## config.mk

```make
export PLATFORM = sky130hd
export DESIGN_NAME = cdb_arbiter
export DESIGN_NICKNAME = d
export VERILOG_FILES = /design/src/rtl/cdb_arbiter.sv
export SDC_FILE = /design/constraint.sdc
export NUM_CORES = 1
export LEC_CHECK = 0
export CAP_MARGIN = 40
export CORE_MARGIN = 2
export CORE_UTILIZATION = 59
export CTS_CLUSTER_SIZE = 14
export DETAILED_ROUTE_END_ITERATION = 7
export PLACE_DENSITY = 0.85
export SLEW_MARGIN = 0
export SYNTH_ARGS = -nofsm -noshare
export SYNTH_HDL_FRONTEND = slang
export SYNTH_SLANG_ARGS = --single-unit
```

## constraint.sdc

```tcl
create_clock -name clock -period 6.8 [get_ports clock]
set_input_delay 1.36 -clock clock [delete_from_list [all_inputs] [get_ports clock]]
set_output_delay 1.36 -clock clock [all_outputs]
set_load 0.005 [all_outputs]
```

## src/rtl/cdb_arbiter.sv

```systemverilog
// Common data bus producer: per-FU result FIFOs drained one per cycle
// by a round-robin arbiter into a registered {valid, tag, value} bus.
module cdb_arbiter #(
   parameter int NUM_FU    = 5,
   parameter int TAG_W     = 5,
   parameter int DATA_W    = 32,
   parameter int BUF_DEPTH = 2,
   localparam int FU_W     = (NUM_FU > 1) ? $clog2(NUM_FU) : 1
) (
   input  logic                     clock,
   input  logic                     reset,
   input  logic [NUM_FU-1:0]        fu_valid,
   input  logic [NUM_FU*TAG_W-1:0]  fu_tag,
   input  logic [NUM_FU*DATA_W-1:0] fu_value,
   output logic [NUM_FU-1:0]        fu_ready,
   input  logic                     flush,
   output logic                     cdb_valid,
   output logic [TAG_W-1:0]         cdb_tag,
   output logic [DATA_W-1:0]        cdb_value,
   output logic [FU_W-1:0]          cdb_fu,
   output logic                     drop_err
);

   localparam int PTR_W = (BUF_DEPTH > 1) ? $clog2(BUF_DEPTH) : 1;
   localparam int CNT_W = $clog2(BUF_DEPTH + 1);

   logic [TAG_W-1:0]  mem_tag   [NUM_FU][BUF_DEPTH];
   logic [DATA_W-1:0] mem_value [NUM_FU][BUF_DEPTH];
   logic [PTR_W-1:0]  rd_ptr    [NUM_FU];
   logic [PTR_W-1:0]  wr_ptr    [NUM_FU];
   logic [CNT_W-1:0]  count     [NUM_FU];

   logic [NUM_FU-1:0] ready;
   logic [NUM_FU-1:0] nonempty;
   logic [NUM_FU-1:0] push;
   logic [NUM_FU-1:0] pop;
   logic [NUM_FU-1:0] zero_hit;
   logic [FU_W-1:0]   rr_ptr;
   logic [FU_W-1:0]   winner;
   logic              found;

   function automatic logic [PTR_W-1:0] ptr_inc(input logic [PTR_W-1:0] p);
      return (p == PTR_W'(BUF_DEPTH - 1)) ? '0 : p + 1'b1;
   endfunction

   function automatic logic [FU_W-1:0] fu_inc(input logic [FU_W-1:0] f);
      return (f == FU_W'(NUM_FU - 1)) ? '0 : f + 1'b1;
   endfunction

   // Ready looks only at registered occupancy, never at this cycle's pop.
   always_comb begin
      ready    = '0;
      nonempty = '0;
      push     = '0;
      zero_hit = '0;
      for (int i = 0; i < NUM_FU; i++) begin
         ready[i]    = (count[i] != CNT_W'(BUF_DEPTH));
         nonempty[i] = (count[i] != '0);
         if (fu_valid[i] && ready[i]) begin
            if (fu_tag[i*TAG_W +: TAG_W] == '0)
               zero_hit[i] = 1'b1;
            else if (!flush)
               push[i] = 1'b1;
         end
      end
   end

   assign fu_ready = ready;

   always_comb begin
      logic [FU_W:0] idx;
      found  = 1'b0;
      winner = '0;
      idx    = '0;
      for (int k = 0; k < NUM_FU; k++) begin
         idx = {1'b0, rr_ptr} + (FU_W+1)'(k);
         if (idx >= (FU_W+1)'(NUM_FU))
            idx = idx - (FU_W+1)'(NUM_FU);
         if (!found && nonempty[idx[FU_W-1:0]]) begin
            found  = 1'b1;
            winner = idx[FU_W-1:0];
         end
      end
   end

   always_comb begin
      pop = '0;
      if (found && !flush)
         pop[winner] = 1'b1;
   end

   always_ff @(posedge clock) begin
      for (int i = 0; i < NUM_FU; i++) begin
         if (push[i]) begin
            mem_tag[i][wr_ptr[i]]   <= fu_tag[i*TAG_W +: TAG_W];
            mem_value[i][wr_ptr[i]] <= fu_value[i*DATA_W +: DATA_W];
         end
      end
   end

   always_ff @(posedge clock or posedge reset) begin
      if (reset) begin
         for (int i = 0; i < NUM_FU; i++) begin
            rd_ptr[i] <= '0;
            wr_ptr[i] <= '0;
            count[i]  <= '0;
         end
         rr_ptr    <= '0;
         cdb_valid <= 1'b0;
         cdb_tag   <= '0;
         cdb_value <= '0;
         cdb_fu    <= '0;
         drop_err  <= 1'b0;
      end else begin
         if (|zero_hit)
            drop_err <= 1'b1;
         if (flush) begin
            for (int i = 0; i < NUM_FU; i++) begin
               rd_ptr[i] <= '0;
               wr_ptr[i] <= '0;
               count[i]  <= '0;
            end
            cdb_valid <= 1'b0;
            cdb_tag   <= '0;
            cdb_value <= '0;
            cdb_fu    <= '0;
         end else begin
            for (int i = 0; i < NUM_FU; i++) begin
               if (push[i])
                  wr_ptr[i] <= ptr_inc(wr_ptr[i]);
               if (pop[i])
                  rd_ptr[i] <= ptr_inc(rd_ptr[i]);
               if (push[i] && !pop[i])
                  count[i] <= count[i] + 1'b1;
               else if (pop[i] && !push[i])
                  count[i] <= count[i] - 1'b1;
            end
            if (found) begin
               cdb_valid <= 1'b1;
               cdb_tag   <= mem_tag[winner][rd_ptr[winner]];
               cdb_value <= mem_value[winner][rd_ptr[winner]];
               cdb_fu    <= winner;
               rr_ptr    <= fu_inc(winner);
            end else begin
               cdb_valid <= 1'b0;
               cdb_tag   <= '0;
               cdb_value <= '0;
               cdb_fu    <= '0;
            end
         end
      end
   end

endmodule

```

* Word level (Yosys, flattened, before mapping)
Memory sizes are Yosys's and may differ from the RTL's.
Index checks and enable logic that the tools add are counted.
** Word-level totals
- Register bits after elaboration :: 65
- RAM bits :: 370
- Bits of input ports :: 193
- Output and inout bits :: 47
- Logic and storage cells :: 294
- Memories kept :: 2
** Cells by class
- Add/sub/neg operators :: 30
- Order comparisons :: 24
- Equality and inequality tests :: 6
- Mux-type cells :: 135
- Bitwise gates (word level) :: 8
- Reduce and logical (&&, ||, !) cells :: 68
** Memory list
- mem_value :: words 5, bits a word 64, read ports 1, clocked after Yosys merged registers in 0, write ports 5, RTL line 28 : logic [DATA_W-1:0] mem_value [NUM_FU][BUF_DEPTH];
- mem_tag :: words 5, bits a word 10, read ports 1, clocked after Yosys merged registers in 0, write ports 5, RTL line 27 : logic [TAG_W-1:0] mem_tag [NUM_FU][BUF_DEPTH];
** Operators with widths (number)
- $mux W32 :: 10
- $mux W64 :: 5
- $demux W32 S1 :: 5
- $mux W5 :: 13
- $mux W1 :: 61
- $mux W10 :: 6
- $mux W3 :: 13
- $reduce_bool A2 Y1 :: 15
- $logic_and A1 B1 Y1 :: 26
- $demux W5 S1 :: 5
- $logic_not A5 Y1 :: 5
- $lt A3 B4 Y1 const B :: 6
- $mux W2 :: 10
- $bmux W1 S3 :: 6
- $ge A4 B3 Y1 const B :: 4
- $logic_not A1 Y1 :: 15
- $reduce_bool A3 Y1 :: 5
- $sub A3 B3 Y3 const B :: 5
- $ge A2 B2 Y1 const B :: 6
- $not A1 Y2 :: 6
- $add A1 B1 Y1 const B :: 10
- $add A2 B1 Y2 const B :: 5
- $lt A2 B1 Y1 const B :: 5
- $ne A2 B2 Y1 const B :: 5
- 14 further kinds :: 19

* Logic depth before layout (Yosys ltp)
- Depth after elaboration :: 27
- Gate-level depth with buffers :: 19
- Gate-level depth less buffers :: 16

* Least setup slack after synthesis
No wires, ideal clock.
- Path kind :: input -> register
- From :: in fu_tag[23]
- To :: mem mem_tag[4][0] (netlist name) (enable)
- Setup time :: 0.485 ns
- Data arrival time :: 4.586 ns
- Required time :: 6.315 ns
- Setup slack :: 1.728 ns
- Stages on the path :: 4
- Buffers on the path :: 0
- Cells stage by stage :: or4_1 -> nor2_1 -> or2_2 -> nor3b_1
** RTL lines
- start, declared :: RTL line 13 : input logic [NUM_FU*TAG_W-1:0] fu_tag,
- end, declared :: RTL line 27

* Final worst setup path
- From :: reg rr_ptr[1]
- To :: reg count[7] (netlist name)
** On the way
- Longest elaborated chain between the ends :: 26
- Elaborated cells between the ends (all ways) :: 60
- Those cells by class :: add/sub (9); order compare (7); mux (30); reduce/logical (14)
** RTL lines
- start, declared :: RTL line 38 : logic [FU_W-1:0] rr_ptr;
- start signal, assigned :: RTL line 143 : rr_ptr <= fu_inc(winner);
- parallel branches: the longest is 21 deep, another holds $add A3 B1 Y4
- $mux W5 * :: RTL line 88 : if (found && !flush)
- $logic_not A1 Y1 :: RTL line 133 : if (push[i] && !pop[i])
- $logic_and A1 B1 Y1 :: RTL line 133
- $mux W2 :: RTL line 133
- $mux W10 :: RTL line 117 : if (flush) begin
- end signal, assigned by index :: RTL line 134 : count[i] <= count[i] + 1'b1;
- end signal, assigned by index :: RTL line 136 : count[i] <= count[i] - 1'b1;
- end, declared :: RTL line 31 : logic [CNT_W-1:0] count [NUM_FU];
Mark *: on every way between the ends. The select of a mux whose other input is x is not followed.
A chain may end at the register's enable or synchronous reset.

==> results.json <==
{
  "timing.slew.headroom_pct": 38.8,
  "first_global_vias": 12500,
  "period_share_pct": 74.5,
  "overflow": 0,
  "synth_seq_cells": 435,
  "antenna_found_initial": 4,
  "synth.net_count": 1422,
  "finalHoldViolCount": 0,
  "cts_resized": 0,
  "clk_latency_ns": 0.55,
  "synthFlopType": "edfxtp_1",
  "nNetsFinal": 1671,
  "grt_pass1_wl_um": 72300,
  "grt_start_max_net_pins": 86,
  "critPathKind": "reg2reg",
  "wire_per_inst_um": 25.7,
  "final_cell_mix": "370 x edfxtp_1, 239 x clkdlybuf4s50_1, 94 x o21ai_0, 92 x a21oi_1, 87 x nand2_1",
  "syn_area_um2": 17900,
  "postCtsSetupRepairBufs": 0,
  "hold_path.class": "reg2reg",
  "start_kind": "flip-flop",
  "cts_made_buffers": 43,
  "grtUsageTotal_pct": 30.8,
  "die_w_um": 178,
  "syn_inst": 1219,
  "yosys-top-cells-area": "edfxtp_1 62%, dfrtp_1 9.1%, mux2i_1 4.5%",
  "drt-initial-drc-count": 1327,
  "io_pins": 240,
  "final_common_cell": "edfxtp_1",
  "finalSetupViolations": 0,
  "arrival_ns": 5.50,
  "outcome": "finished, final reports clean",
  "dp_hpwl_um": 31400,
  "yosys.area.top_type_share_pct": 61.9,
  "row_count": 63,
  "cp_max_fo": 34,
  "synthToLayoutAreaGrowth_pct": 24.5,
  "netlist-cell-type-count": 77,
  "ctsHoldBuffers": 0,
  "worst_pin_slew_ns": 0.918,
  "yosysTopAreaCell": "edfxtp_1",
  "rsz0062_at_grt": "no",
  "cts.sinks": 435,
  "routed_wl_um": 48700,
  "max_cap_violations": 0,
  "drt-vias-per-instance": 6.45,
  "synth_edf_count": 370,
  "cts_root_buf": "clkbuf_16",
  "vias": 12200,
  "cts_tree": "done",
  "crit_required_ns": 7.23,
  "max_freq_mhz": 197,
  "die_area_um2": 31800,
  "path_clk_slew_ns": 0.06,
  "ys_seq_area_share_pct": 71.0,
  "worstSetupEndpointType": "flip-flop",
  "io_buffers": 239,
  "cts_max_level": 2,
  "avgSynthCellArea_um2": 14.7,
  "period_needed_ns": 5.07,
  "ant_nets": 0,
  "worst_clock_skew_ns": 0.0148,
  "core_area_um2": 29800,
  "gp_congestion": 0.920,
  "dr.pass1.iters": 6,
  "floorplan.initialDensity_pct": 60.2,
  "ys_async_sr_fraction_pct": 14.9,
  "yosysWarnings": 0,
  "die-height_um": 178,
  "drcViolationCount": 0,
  "maxSlewViolCount": 0,
  "clockBufferDepth": 3,
  "drive_above_1_share_pct": 11.1,
  "fin_tns_setup_ns": 0
}
worst max-delay path: stages, from the launching register on:
cell,delay [ns]
dfrtp_1,0.32
buf_4,0.19
clkinv_1,0.08
buf_4,0.18
ha_1,0.53
nor3_1,0.36
a221o_1,0.16
a21oi_1,0.07
o31ai_1,0.65
a21oi_1,0.16
a221o_1,0.39
a221oi_4,0.45
inv_2,0.35
buf_12,0.28
nand4_1,0.18
mux2i_1,0.25
mux2_2,0.35
routing by layer:
metal	vias up	GRT usage [%]	share of wire (%)
li1	5266	-	-
met1	6051	38.9	36
met2	743	51.6	50
met3	171	5.80	9.5
met4	0	15.2	4.6
met5	-	0	0
Yosys cell counts, types with 3 or more instances:
cell        n
xor2_1      6
o21ai_0    94
nor4_1      6
o31ai_1     3
nand4_1     6
inv_1       7
o211ai_1    4
a211o_1     3
clkbuf_1   36
and2_1      6
nor3_1     18
or3_1       4
nor2b_1     5
mux2_1     13
xnor2_1    13
or4_1       5
nand2_1    87
mux2_2     27
dfrtp_1    65
nor3b_1     5
a221o_1     3
buf_4       7
a21oi_1    92
mux2i_1    81
ha_1        9
buf_1       7
a31oi_1     8
a211oi_1    6
nand2b_1   10
buf_2      23
a221oi_1   74
or2_2       6
edfxtp_1  370
and3_1      6
nand3_1     6
nor2_1     46
final timing paths:
kind / startpoint / slack [ns] / endpoint / cells past startpoint
max reg2reg: rr_ptr[1] / 1.73 / count[7] / 16
min: drop_err / 0.51 / drop_err / 2
min in group asynchronous: reset / 1.14 / cdb_value[12] / 2
max: rr_ptr[1] / 1.73 / count[7] / 16
min reg2reg: drop_err / 0.51 / drop_err / 2
max in group asynchronous: reset / 4.59 / cdb_valid / 3
cell type report:
cell class	count	area, µm²
Antenna cell	4	10.0
Inverter	10	38.8
Sequential cell	435	12700
Multi-Input combinational cell	699	4890
Tap cell	390	488
Fill cell	1751	7450
Clock buffer	63	1220
Clock inverter	16	175
Timing Repair Buffer	279	2780
per-stage QoR:
step	hold slack, ns	setup slack [ns]	area (µm²)	utilization, %	std cells
floorplan	0.451	1.73	17900	-	1219
global placement	0.490	1.65	20800	69.9	1807
detailed placement	0.481	1.84	20900	70.3	1813
CTS	0.495	1.81	22300	75.0	1892
global route	0.518	1.39	22300	75.0	1896
finish	0.515	1.73	22300	75.0	1896
registers in the layout, summed over array words and instances, names as in the netlist:
| name | count |
|---|---|
| count | 10 |
| cdb_fu | 3 |
| wr_ptr | 5 |
| mem_tag | 50 |
| cdb_tag | 5 |
| cdb_value | 32 |
| cdb_valid | 1 |
| rr_ptr | 3 |
| rd_ptr | 5 |
| mem_value | 320 |
| drop_err | 1 |
cells by family (layout without fill, tap and decap cells):
logic type | after synthesis | in the layout | synth area share [%]
muxes | 121 | 121 | 7.03
AOI/OAI and AO/OA | 321 | 321 | 12.0
and+or+nand+nor | 228 | 228 | 6.25
buffers and inverters | 85 | 368 | 2.13
DFF | 435 | 435 | 71.0
other | 0 | 4 | 0
xor gates and xnor gates | 19 | 19 | 0.927
adders and majority gates | 10 | 10 | 0.739
Power is not shown: default switching activity piles up to over one toggle a cycle in this logic, so the estimate is an artifact.
